===== src/rtl/l2_input_arbiter_gen_if.sv =====
// l2_input_arbiter_gen_if
//   Bundles the L2 front-end channel request signals and the arbiter result
//   signals for l2_input_arbiter_gen.
//   master: the L2 input side. It drives decode_en, the ch_* request vectors
//           and mshr_cnt, and receives the grant results.
//   slave : the arbiter. It receives the requests and drives ch_ready,
//           ch_replay_take, grant_next, grant, grant_idx, grant_vld,
//           line_tag, line_set and starve_flag.
//   The parameters must match those of the arbiter instance.
interface l2_input_arbiter_gen_if #(
  parameter int N_CH     = 4,
  parameter int LINE_W   = 26,
  parameter int SET_BITS = 8,
  parameter int N_MSHR   = 8
);
  localparam int MSHR_CNT_W = $clog2(N_MSHR + 1);
  localparam int IDX_W      = (N_CH > 1) ? $clog2(N_CH) : 1;
  localparam int TAG_W      = LINE_W - SET_BITS;

  logic                     decode_en;
  logic [N_CH-1:0]          ch_valid;
  logic [N_CH-1:0]          ch_replay;
  logic [N_CH-1:0]          ch_block;
  logic [N_CH-1:0]          ch_needs_mshr;
  logic [N_CH-1:0]          ch_needs_busy;
  logic [N_CH*LINE_W-1:0]   ch_addr;
  logic [MSHR_CNT_W-1:0]    mshr_cnt;
  logic [N_CH-1:0]          ch_ready;
  logic [N_CH-1:0]          ch_replay_take;
  logic [N_CH-1:0]          grant_next;
  logic [N_CH-1:0]          grant;
  logic [IDX_W-1:0]         grant_idx;
  logic                     grant_vld;
  logic [TAG_W-1:0]         line_tag;
  logic [SET_BITS-1:0]      line_set;
  logic [N_CH-1:0]          starve_flag;

  modport master (
    output decode_en, ch_valid, ch_replay, ch_block, ch_needs_mshr,
           ch_needs_busy, ch_addr, mshr_cnt,
    input  ch_ready, ch_replay_take, grant_next, grant, grant_idx,
           grant_vld, line_tag, line_set, starve_flag
  );

  modport slave (
    input  decode_en, ch_valid, ch_replay, ch_block, ch_needs_mshr,
           ch_needs_busy, ch_addr, mshr_cnt,
    output ch_ready, ch_replay_take, grant_next, grant, grant_idx,
           grant_vld, line_tag, line_set, starve_flag
  );
endinterface


===== src/rtl/l2_input_arbiter_gen.sv =====
// l2_input_arbiter_gen
//   N-channel input arbiter and decoder for the L2 front end. On each
//   decode_en cycle it selects one eligible channel. Channel 0 has the highest
//   fixed priority, and channels flagged as starving take precedence. It then
//   pulses ch_ready for a new input, or ch_replay_take when the winner has a
//   pending replay. The one-hot grant, the grant index and the tag/set split of
//   the winner's line address are registered for the L2 main FSM.
// Ports
//   clk, rst        clock; asynchronous active-low reset
//   bus (slave)     decode_en, ch_valid/replay/block/needs_mshr/needs_busy,
//                   ch_addr, mshr_cnt in; ch_ready, ch_replay_take,
//                   grant_next (comb); grant, grant_idx, grant_vld,
//                   line_tag, line_set, starve_flag (registered) out
// Configuration
//   L2_ARB_STARVE_GUARD_EN  When defined, each channel has a wait counter that
//                           promotes the channel after STARVE_LIMIT lost
//                           arbitrations. When undefined, arbitration is pure
//                           fixed priority and starve_flag stays 0.
module l2_input_arbiter_gen #(
  parameter int N_CH         = 4,
  parameter int LINE_W       = 26,
  parameter int SET_BITS     = 8,
  parameter int N_MSHR       = 8,
  parameter int STARVE_LIMIT = 4
) (
  input logic                   clk,
  input logic                   rst,
  l2_input_arbiter_gen_if.slave bus
);
  localparam int MSHR_CNT_W = $clog2(N_MSHR + 1);
  localparam int IDX_W      = (N_CH > 1) ? $clog2(N_CH) : 1;
  localparam int TAG_W      = LINE_W - SET_BITS;
  localparam logic [MSHR_CNT_W-1:0] MSHR_FULL = MSHR_CNT_W'(N_MSHR);

  if (STARVE_LIMIT < 1) begin : g_bad_limit
    $error("l2_input_arbiter_gen: STARVE_LIMIT must be >= 1");
  end

  logic [N_CH-1:0]     elig;
  logic [N_CH-1:0]     starve;
  logic [N_CH-1:0]     cand;
  logic [N_CH-1:0]     gnt;
  logic [IDX_W-1:0]    gnt_idx;
  logic [LINE_W-1:0]   win_addr;
  logic                found;
  logic                mshr_free;
  logic                mshr_busy;

  logic [N_CH-1:0]     grant_q;
  logic [IDX_W-1:0]    grant_idx_q;
  logic                grant_vld_q;
  logic [TAG_W-1:0]    line_tag_q;
  logic [SET_BITS-1:0] line_set_q;

  assign mshr_free = (bus.mshr_cnt != '0);
  assign mshr_busy = (bus.mshr_cnt != MSHR_FULL);

  always_comb begin
    elig = '0;
    for (int unsigned i = 0; i < N_CH; i++) begin
      elig[i] = (bus.ch_valid[i] | bus.ch_replay[i]) & ~bus.ch_block[i]
              & (~bus.ch_needs_mshr[i] | mshr_free)
              & (~bus.ch_needs_busy[i] | mshr_busy);
    end
  end

  // Starving channels form their own priority tier. Fixed priority applies
  // within that tier, and the plain eligible set is used only when no
  // channel is starving.
  always_comb begin
    cand     = '0;
    gnt      = '0;
    gnt_idx  = '0;
    win_addr = '0;
    found    = 1'b0;
    if (bus.decode_en) begin
      cand = (|(elig & starve)) ? (elig & starve) : elig;
      for (int unsigned i = 0; i < N_CH; i++) begin
        if (!found && cand[i]) begin
          found    = 1'b1;
          gnt[i]   = 1'b1;
          gnt_idx  = IDX_W'(i);
          win_addr = bus.ch_addr[i*LINE_W +: LINE_W];
        end
      end
    end
  end

  assign bus.grant_next     = gnt;
  assign bus.ch_replay_take = gnt & bus.ch_replay;
  assign bus.ch_ready       = gnt & ~bus.ch_replay;

  always_ff @(posedge clk or negedge rst) begin
    if (!rst) begin
      grant_q     <= '0;
      grant_idx_q <= '0;
      grant_vld_q <= 1'b0;
      line_tag_q  <= '0;
      line_set_q  <= '0;
    end else if (bus.decode_en) begin
      grant_q     <= gnt;
      grant_idx_q <= gnt_idx;
      grant_vld_q <= found;
      line_tag_q  <= win_addr[LINE_W-1:SET_BITS];
      line_set_q  <= win_addr[SET_BITS-1:0];
    end
  end

`ifdef L2_ARB_STARVE_GUARD_EN
  localparam int CNT_W = $clog2(STARVE_LIMIT + 1);
  localparam logic [CNT_W-1:0] LIMIT = CNT_W'(STARVE_LIMIT);

  logic [CNT_W-1:0] wait_cnt [N_CH];

  // Channel 0 always wins on its own, so its counter is held at 0. A pending
  // but blocked channel keeps its count and does not lose its place.
  always_ff @(posedge clk or negedge rst) begin
    if (!rst) begin
      for (int unsigned i = 0; i < N_CH; i++) wait_cnt[i] <= '0;
    end else if (bus.decode_en) begin
      for (int unsigned i = 0; i < N_CH; i++) begin
        if (i == 0 || !(bus.ch_valid[i] | bus.ch_replay[i]) || gnt[i])
          wait_cnt[i] <= '0;
        else if (elig[i] && wait_cnt[i] != LIMIT)
          wait_cnt[i] <= wait_cnt[i] + 1'b1;
      end
    end
  end

  always_comb begin
    starve = '0;
    for (int unsigned i = 0; i < N_CH; i++) starve[i] = (wait_cnt[i] == LIMIT);
  end
`else
  assign starve = '0;
`endif

  assign bus.grant       = grant_q;
  assign bus.grant_idx   = grant_idx_q;
  assign bus.grant_vld   = grant_vld_q;
  assign bus.line_tag    = line_tag_q;
  assign bus.line_set    = line_set_q;
  assign bus.starve_flag = starve;
endmodule

===== src/flat_wrapper.sv =====
// flat-port wrapper written by rule: the top's interface ports become plain ports
module l2_input_arbiter_gen_flat 
#(
  parameter int N_CH         = 4,
  parameter int LINE_W       = 26,
  parameter int SET_BITS     = 8,
  parameter int N_MSHR       = 8,
  parameter int STARVE_LIMIT = 4
)
  (clk, rst, bus_decode_en, bus_ch_valid, bus_ch_replay, bus_ch_block, bus_ch_needs_mshr, bus_ch_needs_busy, bus_ch_addr, bus_mshr_cnt, bus_ch_ready, bus_ch_replay_take, bus_grant_next, bus_grant, bus_grant_idx, bus_grant_vld, bus_line_tag, bus_line_set, bus_starve_flag);
  l2_input_arbiter_gen_if #(.N_CH(N_CH), .LINE_W(LINE_W), .SET_BITS(SET_BITS), .N_MSHR(N_MSHR)) bus_i ();
  input logic clk;
  input logic rst;
  input wire logic [$bits(bus_i.decode_en)-1:0] bus_decode_en;
  input wire logic [$bits(bus_i.ch_valid)-1:0] bus_ch_valid;
  input wire logic [$bits(bus_i.ch_replay)-1:0] bus_ch_replay;
  input wire logic [$bits(bus_i.ch_block)-1:0] bus_ch_block;
  input wire logic [$bits(bus_i.ch_needs_mshr)-1:0] bus_ch_needs_mshr;
  input wire logic [$bits(bus_i.ch_needs_busy)-1:0] bus_ch_needs_busy;
  input wire logic [$bits(bus_i.ch_addr)-1:0] bus_ch_addr;
  input wire logic [$bits(bus_i.mshr_cnt)-1:0] bus_mshr_cnt;
  output wire logic [$bits(bus_i.ch_ready)-1:0] bus_ch_ready;
  output wire logic [$bits(bus_i.ch_replay_take)-1:0] bus_ch_replay_take;
  output wire logic [$bits(bus_i.grant_next)-1:0] bus_grant_next;
  output wire logic [$bits(bus_i.grant)-1:0] bus_grant;
  output wire logic [$bits(bus_i.grant_idx)-1:0] bus_grant_idx;
  output wire logic [$bits(bus_i.grant_vld)-1:0] bus_grant_vld;
  output wire logic [$bits(bus_i.line_tag)-1:0] bus_line_tag;
  output wire logic [$bits(bus_i.line_set)-1:0] bus_line_set;
  output wire logic [$bits(bus_i.starve_flag)-1:0] bus_starve_flag;
  assign bus_i.decode_en = bus_decode_en;
  assign bus_i.ch_valid = bus_ch_valid;
  assign bus_i.ch_replay = bus_ch_replay;
  assign bus_i.ch_block = bus_ch_block;
  assign bus_i.ch_needs_mshr = bus_ch_needs_mshr;
  assign bus_i.ch_needs_busy = bus_ch_needs_busy;
  assign bus_i.ch_addr = bus_ch_addr;
  assign bus_i.mshr_cnt = bus_mshr_cnt;
  assign bus_ch_ready = bus_i.ch_ready;
  assign bus_ch_replay_take = bus_i.ch_replay_take;
  assign bus_grant_next = bus_i.grant_next;
  assign bus_grant = bus_i.grant;
  assign bus_grant_idx = bus_i.grant_idx;
  assign bus_grant_vld = bus_i.grant_vld;
  assign bus_line_tag = bus_i.line_tag;
  assign bus_line_set = bus_i.line_set;
  assign bus_starve_flag = bus_i.starve_flag;
  l2_input_arbiter_gen #(.N_CH(N_CH), .LINE_W(LINE_W), .SET_BITS(SET_BITS), .N_MSHR(N_MSHR), .STARVE_LIMIT(STARVE_LIMIT)) u_core (.clk(clk), .rst(rst), .bus(bus_i));
endmodule

===== config.mk =====
export PLATFORM = sky130hd
export DESIGN_NAME = l2_input_arbiter_gen_flat
export DESIGN_NICKNAME = d
export VERILOG_FILES = /design/src/rtl/l2_input_arbiter_gen_if.sv /design/src/rtl/l2_input_arbiter_gen.sv /design/src/flat_wrapper.sv
export SDC_FILE = /design/constraint.sdc
export NUM_CORES = 1
export LEC_CHECK = 0
export BUFFER_PORTS_ARGS = -buffer_cell sky130_fd_sc_hd__buf_2
export CAP_MARGIN = 20
export CELL_PAD_IN_SITES_DETAIL_PLACEMENT = 1
export CELL_PAD_IN_SITES_GLOBAL_PLACEMENT = 2
export CORE_MARGIN = 3
export CORE_UTILIZATION = 20
export DETAILED_ROUTE_END_ITERATION = 6
export GPL_ROUTABILITY_DRIVEN = 0
export GPL_TIMING_DRIVEN = 0
export PLACE_DENSITY = 0.83
export SYNTH_ARGS = -nofsm -noshare
export SYNTH_HDL_FRONTEND = slang
export SYNTH_SLANG_ARGS = --single-unit

===== constraint.sdc =====
create_clock -name clk -period 2.03 [get_ports clk]
set_input_delay 0.203 -clock clk [delete_from_list [all_inputs] [get_ports clk]]
set_output_delay 0.203 -clock clk [all_outputs]
set_load 0.1 [all_outputs]

==> results.json, run 1 <==
{
  "combPwrFrac_pct": 51.1,
  "power_frac_clock_pct": 20.6,
  "cts.htree.levels": 2,
  "numCtsBuffers": 5,
  "syn2layout_area_growth_pct": 69.8,
  "drt_first_pass_iters": 4,
  "vias": 2583,
  "p_seq_share_pct": 28.3,
  "switching_power_mw": 1.39,
  "overflow": 0,
  "hold_slack_ns": -0.000730,
  "period_share_pct": 96.9,
  "final_cell_mix": "buf_2, dfrtp_1, o21ai_0, a22oi_1, o21ai_1",
  "final_common_cell": "buf_2",
  "slew_headroom_pct": 46.2,
  "holdBufCountCts": 0,
  "start_util_pct": 21.1,
  "layout-drive-gt1-share_pct": 61.3,
  "synth-seq-cells": 33,
  "fillers": 1213,
  "slowest_stage": "mux2_4",
  "die_area_sq_mm": 0.0119,
  "slew_violations": 0,
  "antenna_cells": 0,
  "fp.dieH_um": 109,
  "power.internal_mw": 1.40,
  "antenna_found_initial": 0,
  "cp.arrival_ns": 1.76,
  "synthArstFlopShare_pct": 100,
  "multi_input_area_sq_mm": 0.00125,
  "crit_start": "bus_mshr_cnt[3]",
  "wl_mm": 9.79,
  "fmax_mhz": 508,
  "netlist_area_sq_mm": 0.00212,
  "peakVddDrop_uv": 250,
  "clock_skew_ns": 0,
  "dp_hpwl_mm": 7.63,
  "path_delay_family": "buffers and inverters",
  "antenna_left": 0,
  "stdcell_area_sq_mm": 0.00360,
  "crit_fanout": 4,
  "wire_per_inst_um": 17.9,
  "cts-root-buf": "clkbuf_8",
  "place_area_sq_mm": 0.00329,
  "cts.path.max_buffers": 2,
  "dp.cells": 527,
  "nets": 543,
  "worstMarginPinSlew_ns": 0.806,
  "drc_errors": 0,
  "grt_pass1_wl_mm": 14.9,
  "clock_latency_ns": 0.29,
  "final-seq-area_sq_um": 826,
  "worstSetupStartpointType": "primary input",
  "die_w_um": 109,
  "cts.sinks": 33,
  "max_stage_delay_ns": 0.33,
  "setup_viol": 0,
  "max_cap_viol_count": 0,
  "path_clk_slew_ns": 0.07,
  "grt_pass1_vias": 2847,
  "coreArea_sq_mm": 0.0100,
  "io_pins": 180,
  "required_ns": 1.83,
  "fin_cells": 546,
  "r2r-start": "u_core.bus.line_tag[6]",
  "period_needed_ns": 1.97,
  "hp-class": "primary input to asynchronous set/reset pin",
  "violations": "negative hold slack",
  "synth_cell_type_count": 37,
  "path_buf_inv": 5,
  "cp-end-kind": "primary output",
  "powerDensity_mw_per_mm2": 773,
  "ff2ff_setup_slack_ns": 1.20,
  "cts_tree": "done",
  "critical_path.most_common_cell": "buf_6",
  "status": "complete, but fails checks",
  "grt_usage_pct": 16.1,
  "hold_viol_final": 1,
  "io_buffers": 175,
  "yosysSeqAreaShare_pct": 38.9,
  "synthCells": 216,
  "grt_max_degree": 34,
  "rows": 36,
  "crit_path_cell_trace": "buf_2 > mux2_4 > a211oi_4 > buf_4 > nor3_4 > buf_6 > nand3_4 > clkinvlp_4 > buf_6",
  "ys.warnings.count": 0,
  "syn_avg_cell_area_sq_um": 9.82,
  "p_leak_nw": 1.73,
  "worstSetupPathType": "primary input to primary output",
  "synth_ff_type": "dfrtp_1",
  "drt-vias-per-instance": 4.73,
  "swShare_pct": 49.8,
  "drt-initial-drc-count": 55,
  "synth_edf_count": 0
}
==> logic make-up (layout without fill, tap and decap cells) <==
family          after synthesis  in the layout  share of synthesized area, %
compound gates              122            122                          44.4
buf+inv                      33            227                          7.96
flops                        33             33                          38.9
mux                           4              4                          2.01
other cells                   1              4                         0.177
simple gates                 23             23                          6.55
==> layer usage <==
metal	wire length, um	part of all wire [%]	up-vias	track usage [%]
met3	737	7.5	8	3.32
met5	0	0	-	0
li1	-	-	1232	-
met1	4020	41	1234	19.4
met4	99	1.0	0	4.06
met2	4940	50	109	29.2
==> what timing repair did <==
action | CTS | global route
buffers inserted | 8 | 3
hold endpoints to repair | 0 | 0
endpoints found under the setup margin | 12 | 10
resized for setup | 33 | 10
pin swaps | 4 | 1
==> worst paths after layout <==
kind | to | depth (start not counted)
max | bus_grant_next[2] | 9
min | u_core.bus.grant[2] | 1
max reg2reg | u_core.bus.line_tag[6] | 2
min reg2reg | u_core.bus.grant[3] | 1
max in group asynchronous | u_core.bus.line_tag[16] | 1
min in group clk | u_core.bus.line_tag[13] | 3
==> state kept, by name, indices dropped and copies added (netlist names) <==
name                  cells
u_core.bus.grant_vld      1
u_core.bus.line_tag      18
u_core.bus.grant_idx      2
u_core.bus.line_set       8
u_core.bus.grant          4
==> layout make-up <==
type | count | area share, %
Buffer | 25 | 4.66
Inverter | 8 | 0.938
Tap cell | 133 | 4.62
Clock buffer | 7 | 2.68
Timing Repair Buffer | 186 | 29.4
Clock inverter | 1 | 0.139
Sequential cell | 33 | 22.9
Multi-Input combinational cell | 153 | 34.6
==> synth_stat cells (2+ instances only) <==
| cell type | number | area, sq um |
|---|---|---|
| buf_2 | 6 | 30.0 |
| a21oi_1 | 2 | 10.0 |
| and3_1 | 2 | 12.5 |
| buf_1 | 2 | 7.51 |
| a221oi_2 | 19 | 285 |
| a21o_1 | 3 | 22.5 |
| mux2i_1 | 2 | 20.0 |
| mux2_2 | 2 | 22.5 |
| o21ai_0 | 31 | 155 |
| o211ai_1 | 2 | 15.0 |
| nor2_1 | 7 | 26.3 |
| buf_6 | 3 | 33.8 |
| dfrtp_1 | 33 | 826 |
| nor3_1 | 3 | 15.0 |
| o21ai_1 | 25 | 125 |
| buf_4 | 4 | 30.0 |
| clkbuf_1 | 10 | 37.5 |
| nor2b_1 | 2 | 12.5 |
| a22oi_1 | 26 | 195 |
| and2_1 | 3 | 18.8 |
| inv_1 | 8 | 30.0 |
| a221oi_1 | 6 | 52.6 |
==> metrics by stage <==
stage	setup slack, ns	power [mW]	hold slack [ns]	TNS, ns	util (%)
after floorplan	-0.211	1.83	-0.0926	-0.365	-
after global placement	-0.469	2.18	0.343	-3.69	32.7
after detailed placement	-0.479	2.20	0.358	-3.99	32.7
after CTS	-0.00605	2.82	0.0434	-0.00632	35.3
after global routing	-0.00234	2.92	0.0637	-0.00234	35.8
final	0.0625	2.78	-0.000730	0	35.8
==> worst reg2reg max path, delay by kind of cell (launching register included) <==
family | cells | cell delay (ns)
AOI/OAI and AO/OA | 2 | 0.32
DFF | 1 | 0.39
==> power groups by stage <==
stage | Clock (mW) | Sequential (mW) | Combinational (mW)
after floorplan | 0 | 1.45 | 0.382
after global placement | 0 | 0.798 | 1.38
after detailed placement | 0 | 0.802 | 1.40
after CTS | 0.601 | 0.789 | 1.43
after global routing | 0.623 | 0.797 | 1.50
final | 0.573 | 0.788 | 1.42
Note: power is estimated with default switching activity, not from simulation.
==> inputs of run 2 (changes only) <==
--- a/config.mk
+++ b/config.mk
@@ -10,11 +10,11 @@
 export CELL_PAD_IN_SITES_DETAIL_PLACEMENT = 1
 export CELL_PAD_IN_SITES_GLOBAL_PLACEMENT = 2
 export CORE_MARGIN = 3
-export CORE_UTILIZATION = 20
+export CORE_UTILIZATION = 18
 export DETAILED_ROUTE_END_ITERATION = 6
 export GPL_ROUTABILITY_DRIVEN = 0
 export GPL_TIMING_DRIVEN = 0
-export PLACE_DENSITY = 0.83
+export PLACE_DENSITY = 0.79
 export SYNTH_ARGS = -nofsm -noshare
 export SYNTH_HDL_FRONTEND = slang
 export SYNTH_SLANG_ARGS = --single-unit
==> constraint.sdc (replaced) <==
create_clock -name clk -period 1.8 [get_ports clk]
set_input_delay 0.18 -clock clk [delete_from_list [all_inputs] [get_ports clk]]
set_output_delay 0.18 -clock clk [all_outputs]
set_load 0.1 [all_outputs]
==> results.json, run 2 (synthesis results as in run 1) <==
{
  "layout-drive-gt1-share_pct": 64.0,
  "io_pins": 180,
  "period_share_pct": 107,
  "nets": 549,
  "slowest_stage": "nor4_4",
  "required_ns": 1.62,
  "drt-initial-drc-count": 133,
  "peakVddDrop_uv": 431,
  "antenna_cells": 0,
  "holdBufCountCts": 0,
  "wl_mm": 10.3,
  "rows": 39,
  "hold_viol_final": 0,
  "cts.path.max_buffers": 2,
  "hold_slack_ns": 0.00852,
  "worstSetupStartpointType": "primary input",
  "setup_viol": 7,
  "final_cell_mix": "buf_2, dfrtp_1, o21ai_0, o21ai_1, buf_4",
  "worstSetupPathType": "primary input to primary output",
  "grt_usage_pct": 15.5,
  "slew_violations": 0,
  "grt_pass1_wl_mm": 15.7,
  "start_util_pct": 18.5,
  "dp_hpwl_mm": 7.87,
  "dp.cells": 537,
  "fp.dieH_um": 115,
  "drt_first_pass_iters": 4,
  "grt_max_degree": 34,
  "fmax_mhz": 521,
  "die_area_sq_mm": 0.0131,
  "syn2layout_area_growth_pct": 82.8,
  "max_cap_viol_count": 0,
  "crit_start": "bus_mshr_cnt[2]",
  "violations": "negative setup slack",
  "critical_path.most_common_cell": "buf_6",
  "fin_ws_ns": -0.118,
  "clock_skew_ns": 0,
  "numCtsBuffers": 5,
  "status": "complete, but fails checks",
  "antenna_left": 0,
  "powerDensity_mw_per_mm2": 894,
  "final_common_cell": "buf_2",
  "coreArea_sq_mm": 0.0115,
  "rsz0062_at_grt": "true",
  "largest_reg_flops": 18,
  "die_w_um": 115,
  "path_buf_inv": 5,
  "antenna_found_initial": 0,
  "path_delay_family": "simple AND/OR/NAND/NOR gates",
  "cts.htree.levels": 2,
  "cts_tree": "done",
  "grt_pass1_vias": 2936,
  "overflow": 0,
  "cts.sinks": 33,
  "max_stage_delay_ns": 0.36,
  "cp-end-kind": "primary output",
  "worstMarginPinSlew_ns": 0.834,
  "p_leak_nw": 1.83,
  "period_needed_ns": 1.92,
  "ff2ff_setup_slack_ns": 1.01,
  "crit_fanout": 3,
  "crit_path_cell_trace": "buf_8 > buf_6 > nor3_4 > a211oi_4 > buf_6 > nor4_4 > clkbuf_16 > nor2b_4 > buf_12",
  "cts-root-buf": "clkbuf_16",
  "slew_headroom_pct": 44.4,
  "hp-class": "primary input to asynchronous set/reset pin",
  "wire_per_inst_um": 18.4,
  "clock_latency_ns": 0.28,
  "r2r-start": "u_core.bus.line_set[6]",
  "cp.arrival_ns": 1.74,
  "vias": 2623,
  "path_clk_slew_ns": 0.06,
  "drc_errors": 0,
  "drt-vias-per-instance": 4.67,
  "io_buffers": 175,
  "fin_cells": 562
}
run 2: repair_timing:
item	4_1_cts	5_1_grt
gates cloned	0	0
endpoints found under the setup margin	12	39
pin swaps	5	5
setup buffers	13	7
gates resized for setup	55	25
run 2: layer usage:
metal / vias up / routed length [um] / global-route usage, %
met4: 0 / 199 / 4.75
met1: 1264 / 4050 / 18.1
met5: - / 0 / 0
li1: 1245 / - / -
met2: 103 / 5400 / 28.2
met3: 11 / 681 / 2.96
run 2: final cells by class:
type | count | area [sq um]
fill | 1377 | 7590
multi-input combinational | 153 | 1280
timing repair buffer | 195 | 1230
sequential | 33 | 826
tap | 143 | 179
buffer | 22 | 169
clock buffer | 7 | 153
inverter | 8 | 37.5
clock inverter | 1 | 5.00
run 2: path summary, 6_finish.rpt:
path / to / depth (start not counted)
max: bus_ch_ready[3] / 9
min: u_core.bus.grant[0] / 1
max reg2reg: u_core.bus.line_set[6] / 2
min reg2reg: u_core.bus.grant[3] / 1
max in group asynchronous: u_core.bus.line_tag[7] / 1
min in group clk: u_core.bus.line_set[5] / 3
run 2: per-stage QoR:
stage	power [mW]	setup slack, ns	utilization, %	instance area [sq um]	setup TNS [ns]
CTS	3.48	-0.187	32.8	3760	-1.93
floorplan	2.07	-0.395	-	2260	-1.52
global route	3.63	-0.214	33.8	3880	-1.14
finish	3.46	-0.118	33.8	3880	-0.346
global placement	2.47	-0.621	28.9	3310	-11.38
detailed placement	2.48	-0.631	28.9	3310	-12.16
run 2: power breakdown:
group | internal, mW | total [mW] | switching, mW
clock network | 0.586 | 0.915 | 0.329
logic | 0.425 | 1.65 | 1.23
registers | 0.841 | 0.894 | 0.0523
total | 1.85 | 3.46 | 1.61
